<file path="src/rtl/uart_tx_ctrl.sv">
// UART transmitter: baud divider, TX FIFO with valid/ready push, and a framing FSM
// with configurable data width, parity and stop bits. Queued frames go out back-to-back.
module uart_tx_ctrl #(
   parameter int CLOCK_FREQ    = 100_000_000,
   parameter int BAUD_RATE     = 115_200,
   parameter int TICKS_PER_BIT = 16,
   parameter int DATA_WIDTH    = 8,
   parameter int FIFO_DEPTH    = 16,
   parameter int PARITY        = 0,
   parameter int STOP_BITS     = 1
) (
   input  logic                              clk,
   input  logic                              rst,
   input  logic [DATA_WIDTH-1:0]             s_data,
   input  logic                              s_valid,
   output logic                              s_ready,
   input  logic                              tx_en,
   output logic                              tx_out,
   output logic                              tx_busy,
   output logic                              tx_done,
   output logic [$clog2(FIFO_DEPTH+1)-1:0]   fifo_count
);

   localparam int   DIV     = CLOCK_FREQ / (BAUD_RATE * TICKS_PER_BIT);
   localparam int   DIV_W   = (DIV > 1) ? $clog2(DIV) : 1;
   localparam int   TICK_W  = $clog2(STOP_BITS * TICKS_PER_BIT + 1);
   localparam int   BIT_W   = $clog2(DATA_WIDTH + 1);
   localparam int   AW      = (FIFO_DEPTH > 1) ? $clog2(FIFO_DEPTH) : 1;
   localparam int   CW      = $clog2(FIFO_DEPTH + 1);
   localparam logic HAS_PAR = (PARITY != 0);
   localparam logic PAR_ODD = (PARITY == 2);

   if (DIV < 1) begin : g_err_div
      $error("uart_tx_ctrl: baud divider below 1");
   end
   if (DATA_WIDTH < 5 || DATA_WIDTH > 9) begin : g_err_dw
      $error("uart_tx_ctrl: DATA_WIDTH must be 5..9");
   end
   if (FIFO_DEPTH < 2 || (FIFO_DEPTH & (FIFO_DEPTH - 1)) != 0) begin : g_err_depth
      $error("uart_tx_ctrl: FIFO_DEPTH must be a power of two >= 2");
   end
   if (PARITY < 0 || PARITY > 2 || STOP_BITS < 1 || STOP_BITS > 2 || TICKS_PER_BIT < 1) begin : g_err_fmt
      $error("uart_tx_ctrl: illegal frame format");
   end

   typedef enum logic [2:0] {S_IDLE, S_START, S_DATA, S_PARITY, S_STOP} state_t;

   state_t                state_q, state_d;
   logic [DIV_W-1:0]      div_q, div_d;
   logic [TICK_W-1:0]     tck_q, tck_d;
   logic [BIT_W-1:0]      bit_q, bit_d;
   logic [DATA_WIDTH-1:0] shift_q, shift_d;
   logic                  par_q, par_d;
   logic                  tx_out_q, line_d;
   logic                  done_p_q, done_p_d;
   logic                  done_q;

   logic [DATA_WIDTH-1:0] mem_q [FIFO_DEPTH];
   logic [AW-1:0]         wr_q, rd_q;
   logic [CW-1:0]         cnt_q;

   logic push, pop, can_pop, baud_tick, bit_end, stop_end;

   assign s_ready   = !rst && (cnt_q < CW'(FIFO_DEPTH));
   assign push      = s_valid && s_ready;
   assign can_pop   = tx_en && (cnt_q != '0);
   assign baud_tick = (div_q == DIV_W'(DIV - 1));
   assign bit_end   = baud_tick && (tck_q == TICK_W'(TICKS_PER_BIT - 1));
   assign stop_end  = baud_tick && (tck_q == TICK_W'(STOP_BITS * TICKS_PER_BIT - 1));

   always_comb begin
      state_d  = state_q;
      div_d    = div_q;
      tck_d    = tck_q;
      bit_d    = bit_q;
      shift_d  = shift_q;
      par_d    = par_q;
      done_p_d = 1'b0;
      pop      = 1'b0;
      line_d   = 1'b1;
      if (state_q != S_IDLE) begin
         div_d = baud_tick ? '0 : div_q + 1'b1;
         if (baud_tick) tck_d = tck_q + 1'b1;
      end
      case (state_q)
         S_IDLE: begin
            if (can_pop) pop = 1'b1;
         end
         S_START: begin
            line_d = 1'b0;
            if (bit_end) begin
               tck_d   = '0;
               state_d = S_DATA;
            end
         end
         S_DATA: begin
            line_d = shift_q[0];
            if (bit_end) begin
               tck_d   = '0;
               shift_d = shift_q >> 1;
               bit_d   = bit_q + 1'b1;
               if (bit_q == BIT_W'(DATA_WIDTH - 1)) begin
                  bit_d   = '0;
                  state_d = HAS_PAR ? S_PARITY : S_STOP;
               end
            end
         end
         S_PARITY: begin
            line_d = par_q;
            if (bit_end) begin
               tck_d   = '0;
               state_d = S_STOP;
            end
         end
         S_STOP: begin
            if (stop_end) begin
               done_p_d = 1'b1;
               tck_d    = '0;
               state_d  = S_IDLE;
               if (can_pop) pop = 1'b1;
            end
         end
         default: state_d = S_IDLE;
      endcase
      // A pop always starts a fresh frame with the divider realigned.
      if (pop) begin
         state_d = S_START;
         div_d   = '0;
         tck_d   = '0;
         bit_d   = '0;
         shift_d = mem_q[rd_q];
         par_d   = (^mem_q[rd_q]) ^ PAR_ODD;
      end
   end

   always_ff @(posedge clk) begin
      if (rst) begin
         state_q  <= S_IDLE;
         div_q    <= '0;
         tck_q    <= '0;
         bit_q    <= '0;
         shift_q  <= '0;
         par_q    <= 1'b0;
         tx_out_q <= 1'b1;
         done_p_q <= 1'b0;
         done_q   <= 1'b0;
         wr_q     <= '0;
         rd_q     <= '0;
         cnt_q    <= '0;
      end else begin
         state_q  <= state_d;
         div_q    <= div_d;
         tck_q    <= tck_d;
         bit_q    <= bit_d;
         shift_q  <= shift_d;
         par_q    <= par_d;
         tx_out_q <= line_d;
         done_p_q <= done_p_d;
         done_q   <= done_p_q;
         if (push) wr_q <= wr_q + 1'b1;
         if (pop)  rd_q <= rd_q + 1'b1;
         case ({push, pop})
            2'b10:   cnt_q <= cnt_q + 1'b1;
            2'b01:   cnt_q <= cnt_q - 1'b1;
            default: cnt_q <= cnt_q;
         endcase
      end
   end

   always_ff @(posedge clk) begin
      if (push) mem_q[wr_q] <= s_data;
   end

   // The line is registered, so done/busy trail the FSM by one clock to stay aligned with it.
   assign tx_out     = tx_out_q;
   assign tx_done    = done_q;
   assign tx_busy    = (state_q != S_IDLE) || done_p_q;
   assign fifo_count = cnt_q;

endmodule

</file>
<file path="config.mk">
export PLATFORM = sky130hd
export DESIGN_NAME = uart_tx_ctrl
export DESIGN_NICKNAME = d
export VERILOG_FILES = /design/src/rtl/uart_tx_ctrl.sv
export SDC_FILE = /design/constraint.sdc
export NUM_CORES = 1
export LEC_CHECK = 0
export ABC_AREA = 1
export CAP_MARGIN = 20
export CORE_ASPECT_RATIO = 1.5
export CORE_MARGIN = 4
export CORE_UTILIZATION = 25
export CTS_CLUSTER_DIAMETER = 120
export DETAILED_ROUTE_END_ITERATION = 7
export PLACE_DENSITY_LB_ADDON = 0.25
export SYNTH_ARGS = -nofsm -noshare
export SYNTH_HDL_FRONTEND = slang
export SYNTH_SLANG_ARGS = --single-unit
</file>
<file path="constraint.sdc">
create_clock -name clk -period 4.5 [get_ports clk]
set_clock_uncertainty 0.05 [all_clocks]
set_input_delay 0.675 -clock clk [delete_from_list [all_inputs] [get_ports clk]]
set_output_delay 0.675 -clock clk [all_outputs]
set_load 0.01 [all_outputs]
</file>
== Word level (Yosys, flattened, before mapping) ==
Memories as Yosys holds them, arrays and structs flattened. A register that Yosys moved wholly into a read port is not among the register bits.
Cells that the tools add are included.
Storage, ports and cells
  output and inout bits: 9
  bits of input ports: 12
  memories kept: 1
  logic and storage cells: 90
  RAM bits: 128
  flip-flop bits (word level): 43
Operators by class
  reduce and logical (&&, ||, !) cells: 20
  bitwise gates (word level): 2
  eq/ne operators: 20
  magnitude comparators: 1
  add/sub/neg operators: 7
  multiplexer cells: 26
Memory list
  mem_q: depth 16, bits a word 8, rd ports 1, clocked after memory_dff 1, wr ports 1, RTL line 58  | logic [DATA_WIDTH-1:0] mem_q [FIFO_DEPTH];
Operators by type and width (number)
  2-to-1 mux 8 bit: 3
  2-to-1 mux 5 bit: 4
  2-to-1 mux 3 bit: 5
  inequality test 3 bit (second input constant): 5
  one-hot mux 3 bit (5 select lines): 1
  adder 4 x 1 -> 4 bit (second input constant): 3
  2-to-1 mux 4 bit: 3
  inequality test 2 bit (second input constant): 6
  AND reduction 6 bit: 2
  adder 5 x 1 -> 5 bit (second input constant): 2
  one-hot mux 5 bit (2 select lines): 1
  parity 8 bit: 1
  adder 6 x 1 -> 6 bit (second input constant): 1
  equality test 3 x 2 -> 1 bit (second input constant): 2
  equality test 6 bit (second input constant): 1
  2-to-1 mux 1 bit: 6
  2-to-1 mux 6 bit: 1
  nonzero test 2 bit: 3
  equality test 5 x 4 -> 1 bit (second input constant): 1
  < comparator 5 bit (second input constant): 1
  nonzero test 5 bit: 1
  subtractor 5 x 1 -> 5 bit (second input constant): 1
  equality test 4 x 3 -> 1 bit (second input constant): 1
  logical AND 1 bit: 4
  other kinds (14): 17

== Logic depth before layout (Yosys ltp) ==
Gate-level depths: netlist of run 1.
  depth in word-level cells: 7
  gate-level depth with buffers: 19
  mapped depth without buffers: 17

== Least setup slack after synthesis of run 1 ==
Ideal clock, no wire load.
  path kind: register -> register
  from: reg tck_q[0]
  to: reg cnt_q[4], in the netlist fifo_count[4]
  setup time: 71 ps
  arrival: 2449 ps
  slack: 1931 ps
  required time: 4379 ps
  path buffers: 1
  period minus slack after synthesis: 2569 ps
  cell stages (with the launch flop): 18
  cell sequence: dfxtp_1 ha_1 and3_1 ha_1 nand3_2 a21oi_4 buf_2 ha_1 xor2_1 ha_1 inv_1 nand2_1 nand2_1 nand2_1 nand2_1 nand2_1 nand2_1 a21oi_1
On the way
  word-level cells in the longest chain between the ends: 6
  elaborated cells between the ends (all ways): 8
  those cells by class: eq/ne: 3; mux: 3; reduce/logical: 2
Ends and longest elaborated chain
  from (decl): RTL line 50  | logic [TICK_W-1:0] tck_q, tck_d;
  from (signal assigned): RTL line 153  | tck_q <= tck_d;
  equality test 5 x 4 -> 1 bit *: RTL line 69  | assign stop_end = baud_tick && (tck_q == TICK_W'(STOP_BITS * TICKS_PER_BIT - 1));
  logical AND 1 bit *: RTL line 69
  2-to-1 mux 1 bit *: RTL line 116  | if (stop_end) begin
  one-hot mux 1 bit (2 select lines) *: RTL line 85  | case (state_q)
  via pop: RTL line 62  | logic push, pop, can_pop, baud_tick, bit_end, stop_end;
  equality test 2 x 1 -> 1 bit / equality test 2 bit (equally long branches): RTL line 162  | case ({push, pop})
  one-hot mux 5 bit (2 select lines) / nonzero test 2 bit (equally long branches)
  to (signal assigned): RTL line 163  | 2'b10: cnt_q <= cnt_q + 1'b1;
  to (signal assigned): RTL line 164  | 2'b01: cnt_q <= cnt_q - 1'b1;
  to (signal assigned): RTL line 165  | default: cnt_q <= cnt_q;
  to (decl): RTL line 60  | logic [CW-1:0] cnt_q;
The timed path passes the listed nets; every way through them passes the cells marked *.
A chain may end at the register's enable or synchronous reset.

== Final worst setup path of run 1 ==
  from: reg tck_q[0]
  to: reg cnt_q[4], in the netlist fifo_count[4]
On the way
  word-level cells in the longest chain between the ends: 6
  elaborated cells between the ends (all ways): 8
  those cells by class: eq/ne: 3; mux: 3; reduce/logical: 2
Ends and longest elaborated chain (RTL line)
  equality test 5 x 4 -> 1 bit *: 69
  logical AND 1 bit *: 69
  2-to-1 mux 1 bit *: 116
  one-hot mux 1 bit (2 select lines) *: 85
  equality test 2 x 1 -> 1 bit / equality test 2 bit (equally long branches): 162
  one-hot mux 5 bit (2 select lines) / nonzero test 2 bit (equally long branches)
Every way passes the cells marked *; elsewhere a longest branch is shown, timed or not.

==> impl_metrics.ini, run 1 <==
[power_and_ir_drop]
p_leak_nw = 3.63
power_density_nw_per_um2 = 557
power_frac_comb_pct = 33.8
p_sw_share_pct = 36.1
seqPwrFrac_pct = 37.9
peakVddDrop_uv = 344
p_clk_share_pct = 28.3
power_switching_mw = 1.82
p_int_mw = 3.22

[layout]
n_fill_cell = 3299
nNetsFinal = 896
antenna_cells = 0
syn2layout_area_growth_pct = 13.9
final_cells = 1288
layout-drive-gt1-share_pct = 6.34
final_area_um2 = 9040

[clock_tree]
clock_latency_ns = 0.43
cts_tree = done
cts_buffer_depth = 2
cts_setup_buffers = 0
cts_buffers = 17
cts_resized = 0
path_clk_slew_ns = 0.07
cts_max_level = 4
cts.sink_count = 175
hold_buffers = 0
cts_root_buf = clkbuf_16

[sta]
finalCriticalPeriod_ns = 2.88
finalSetupViolCount = 0
worst_slew_pin_slew_ns = 0.968
relSlewSlack_pct = 35.3
fmax_mhz = 347
hold_viol = 0
rsz0062_at_grt = no
setup_tns_ns = 0
period_share_pct = 64.1
slew_violations = 0

[synth]
synth_top_family_by_area = simple AND/OR/NAND/NOR gates
synthAdderAreaFrac_pct = 2.05
syn_area_per_cell_um2 = 9.25
async_flop_share_pct = 0
synth_cell_type_count = 35
ys_warn_count = 0
synth_compound_area_share_pct = 4.81
yosys.area_share.simple_pct = 23.8
yosys.area.top_type_share_pct = 48.4
syn_inst = 858
synth.mux.area_fraction_pct = 0
synth.net_count = 883
synthXorXnorAreaFrac_pct = 1.20
synthTopCellsByArea = edfxtp_1 (48%), nand2_1 (12%), dfxtp_1 (12%), nand3_1 (5.7%), inv_1 (5.2%)
syn-cell-area_um2 = 7940
synth_edf_count = 128
synth-seq-cells = 175
synth_ff_type = edfxtp_1
synth_top_cell_by_area = edfxtp_1
ys_seq_area_share_pct = 60.3

[setup_path]
path_max_fanout = 19
critPathKind = reg2reg
crit_arrival_ns = 3.19
setup.worst_path.start_class = flop
end_kind = flop
crit_required_ns = 4.81

[route]
drt_iter0_markers = 319
wirelength_um = 19600
dr.pass1.iters = 5
ant_nets = 0
wl_per_cell_um = 15.3
via_count = 5475
drc = 0
routed_via_density = 4.25

[global_route]
grt_pass1_vias = 5492
grt_pass1_wl_um = 30800
grt_antenna_before_repair = 0
grtUsageTotal_pct = 11.6
grt_overflow = 0
grt_max_degree = 68

[outcome]
status = complete, no violations

[die]
fp.coreArea_um2 = 31100
start_util_pct = 25.5
dieArea_um2 = 34700
die_x_um = 153
die_y_um = 226
rows = 79
floorplan.io_pins = 21

[placement]
dp_hpwl_um = 13200
dp.cells = 1257
io_buffers = 20
place_congestion = 0.803
placed_cell_area_um2 = 8470

[worst_hold_path]
hp-class = reg2reg

[run]
maxCapViolations = 0
## worst paths after layout
check	start	end	slack, ns	cells past startpoint
worst min-delay path	done_p_q	tx_done	0.40	2
worst max register to register	tck_q[0]	fifo_count[4]	1.62	16
worst min register to register	done_p_q	tx_done	0.40	2
worst max-delay path	tck_q[0]	fifo_count[4]	1.62	16
## cells in the final DEF, fill, tap and decap left out, types with 2 or more instances in the layout
cell type / count
nand2_2: 6
o21ai_1: 2
nor3_1: 11
a31oi_1: 2
nor2_1: 66
inv_4: 4
buf_4: 4
nand2_1: 260
clkbuf_16: 17
nand4_1: 7
dfxtp_1: 46
xnor2_1: 2
clkdlybuf4s50_1: 20
nand3_1: 90
edfxtp_1: 128
clkbuf_2: 4
ha_1: 13
inv_1: 109
and3_1: 2
o21ai_0: 28
nand3_2: 3
clkbuf_8: 5
xor2_1: 7
o211ai_2: 3
a21oi_1: 30
nor2_2: 3
inv_2: 2
## kinds of logic after synthesis
group                    after synthesis
AND/OR/NAND/NOR                      450
flip-flops                           175
buffers and inverters                142
AO/OA/AOI/OAI                         68
adder cells (fa/ha/maj)               13
XOR/XNOR                              10
## power by group through the flow
stage                     registers [mW]  logic, mW  clock network [mW]
final                               1.91       1.70                1.42
after global routing                1.92       1.96                1.53
after CTS                           1.91       1.73                1.46
after detailed placement            1.94       1.72                   0
after global placement              1.94       1.74                   0
after floorplan                     1.93       1.33                   0
## stage by stage
step	total power, mW	hold slack (ns)	setup WS, ns	utilization (%)
finish	5.03	0.402	1.62	29.0
global route	5.40	0.429	1.33	29.0
CTS	5.10	0.406	1.55	29.0
detailed placement	3.66	0.388	1.38	27.2
global placement	3.68	0.398	1.47	27.2
floorplan	3.25	0.360	1.93	-
## cell usage after synthesis (4+ instances only)
library cell	instances
ha_1	13
buf_4	4
nand4_1	7
nand2_2	6
edfxtp_1	128
xor2_1	7
nand2_1	260
inv_1	109
dfxtp_1	47
nor3_1	11
buf_2	10
clkbuf_1	6
buf_6	7
nor2_1	66
o21ai_0	28
a21oi_1	30
nand3_1	90
## layer usage
metal | vias up | track usage, % | wire length [um]
li1 | 2818 | - | -
met1 | 2533 | 13.6 | 8420
met2 | 96 | 21.0 | 10200
met3 | 28 | 2.07 | 508
met4 | 0 | 4.53 | 489
met5 | - | 0 | 0
## layout make-up
class,count,area [um2],share of cell area [%]
clock buffers,27,518,5.73
clock inverters,4,48.8,0.540
inverters,112,423,4.68
multi-input cells,541,2520,27.9
flip-flops and latches,175,4790,53.0
well taps,405,507,5.61
repair buffers,24,230,2.55
## critical path, cell delays in order (launching register included)
cell	delay, ns
dfxtp_1	0.36
ha_1	0.17
and3_1	0.16
ha_1	0.16
nand3_2	0.19
a21oi_4	0.49
ha_1	0.33
xor2_1	0.21
ha_1	0.17
inv_1	0.04
nand2_1	0.09
nand2_1	0.07
nand2_1	0.07
nand2_1	0.04
nand2_1	0.05
nand2_1	0.05
a21oi_1	0.11
## state kept, by name, indices dropped and copies added, names as in the netlist, 3 cells and up, named ones only
name / count
bit_q: 4
div_q: 6
fifo_count: 5
mem_q: 128
rd_q: 4
shift_q: 8
state_q: 3
tck_q: 5
wr_q: 4
Note: power is estimated with default switching activity, not from simulation.
==> run 2: changes to the inputs <==
Clock period 4.5 ns to 2.4 ns, I/O delays scaled along.
==> run 2 against run 1 <==
Sequential share of layout area down 2.8 points. Critical path depth unchanged. Sequential cell count unchanged. Non-clock buffer count up 50.
==> impl_metrics.ini, run 2 (same netlist as run 1, synthesis figures left out) <==
[setup_path]
setup.worst_path.start_class = flop
r2r-start = tck_q[0]
crit_buf_inv = 1
crit_path_top_delay_cell = dfxtp_4
crit_arrival_ns = 2.57
path_max_fanout = 3
crit_required_ns = 2.73
r2r_end = fifo_count[4]
crit_start = tck_q[0]
path_common_cell = nand2_1
reg2reg_slack_ns = 0.15
setup.worst_path.end = fifo_count[4]
cp.depth = 16
end_kind = flop
critPathKind = reg2reg
cpPeakStageDelay_ns = 0.37
crit_path_cell_trace = ha_4 -> and3_4 -> ha_4 -> nand3_4 -> a21oi_4 -> ha_4 -> xor2_2 -> ha_2 -> inv_1 -> nand2_2 -> nand2_1 -> nand2_1 -> nand2_1 -> nand2_1 -> nand2_1 -> a21oi_2
reg2reg_depth = 16
crit_family = adder cells

[route]
drt_iter0_markers = 249
routed_via_density = 4.21
wirelength_um = 19200
drc = 0
via_count = 5634
dr.pass1.iters = 4
ant_nets = 0
wl_per_cell_um = 14.4

[die]
floorplan.io_pins = 21
fp.coreArea_um2 = 31100
start_util_pct = 25.5
dieArea_um2 = 34700
die_x_um = 153
die_y_um = 226
rows = 79

[placement]
io_buffers = 20
dp_hpwl_um = 13500
placed_cell_area_um2 = 8870
place_congestion = 0.825

[power_and_ir_drop]
power_density_nw_per_um2 = 1040
peakVddDrop_uv = 700
p_leak_nw = 3.90

[layout]
regMostFlops = mem_q
reg_top3 = mem_q x128, shift_q x8, div_q x6
largest_reg_flops = 128
antenna_cells = 0
layout-drive-gt1-share_pct = 12.6
final_cell_mix = nand2_1 (259), edfxtp_1 (128), inv_1 (109)
syn2layout_area_growth_pct = 20.3
nNetsFinal = 946
final_common_cell = nand2_1
final_area_um2 = 9550
final_util_pct = 30.7

[sta]
slew_violations = 0
fmax_mhz = 445
finalSetupViolCount = 0
hold_viol = 0
worst_slew_pin_slew_ns = 0.413
relSlewSlack_pct = 72.4
finalCriticalPeriod_ns = 2.25
holdWs_ns = 0.398
period_share_pct = 93.6

[clock_tree]
cts_root_buf = clkbuf_16
clock_latency_ns = 0.44
cts.sink_count = 175
path_clk_slew_ns = 0.07
cts_buffer_depth = 2
cts_buffers = 17
cts_max_level = 4
cts_tree = done

[global_route]
grt_overflow = 0
grt_max_degree = 47
grt_antenna_before_repair = 0
grt_pass1_vias = 5535
grtUsageTotal_pct = 11.3
grt_pass1_wl_um = 30200

[outcome]
status = complete, no violations

[run]
maxCapViolations = 0

[worst_hold_path]
hp-class = reg2reg
[run 2: cell count changes in the layout (fill, tap and decap cells not counted), moves of 2 or more]
cell / before / now
buf_4: 4 / 52
clkbuf_2: 4 / 0
clkbuf_8: 5 / 1
clkinv_4: 0 / 4
ha_1: 13 / 9
inv_6: 0 / 4
ha_4: 0 / 3
buf_12: 0 / 2
dfxtp_1: 46 / 44
inv_4: 4 / 2
[run 2: worst register-to-register path, stage by stage, from the launching register on]
cell and delay [ns]:
dfxtp_4 0.37, ha_4 0.13, and3_4 0.19, ha_4 0.14, nand3_4 0.09, a21oi_4 0.19, ha_4 0.18, xor2_2 0.17
ha_2 0.19, inv_1 0.04, nand2_2 0.05, nand2_1 0.06, nand2_1 0.06, nand2_1 0.05, nand2_1 0.05, nand2_1 0.06
a21oi_2 0.12
[run 2: where the power goes]
part / internal (mW) / leakage, nW / switching, mW
sequential: 3.44 / 1.54 / 0.153
combinational: 1.27 / 2.06 / 2.25
clock: 1.59 / 0.305 / 1.20
[run 2: worst min-delay path by stage]
stage | from | to | slack, ns | cells after the start
after CTS | done_p_q | tx_done | 0.40 | 2
after global routing | done_p_q | tx_done | 0.42 | 2
after floorplan | done_p_q | tx_done | 0.36 | 2
final | done_p_q | tx_done | 0.40 | 2
after detailed placement | done_p_q | tx_done | 0.38 | 2
after global placement | done_p_q | tx_done | 0.39 | 2
[run 2: timing repair]
| action | 4_1_cts | 5_1_grt |
|---|---|---|
| gates resized for setup | 0 | 11 |
| hold endpoints to repair | 0 | 0 |
| setup buffers | 0 | 3 |
| hold buffers | 0 | 0 |
| endpoints found under the setup margin | 0 | 3 |
[run 2: metrics by stage]
| step | setup slack (ns) | cells | power, mW | TNS (ns) |
|---|---|---|---|---|
| global route | -0.0290 | 1339 | 10.6 | -0.0290 |
| floorplan | 0.0117 | 858 | 6.14 | 0 |
| detailed placement | 0.0529 | 1304 | 7.15 | 0 |
| CTS | 0.0444 | 1336 | 9.98 | 0 |
| finish | 0.154 | 1339 | 9.90 | 0 |
| global placement | 0.116 | 1304 | 7.15 | 0 |
[run 2: final cells by class]
cell class	instances	area, um2
Clock buffer	19	464
Clock inverter	13	140
Fill cell	3240	21600
Inverter	112	423
Multi-Input combinational cell	541	2590
Sequential cell	175	4790
Tap cell	405	507
Timing Repair Buffer	74	631
[run 2: per-layer routing]
layer	share of wire, %	track usage, %
met5	0	0
met4	2.8	4.99
met1	41	12.5
met3	2.2	2.22
met2	54	21.0
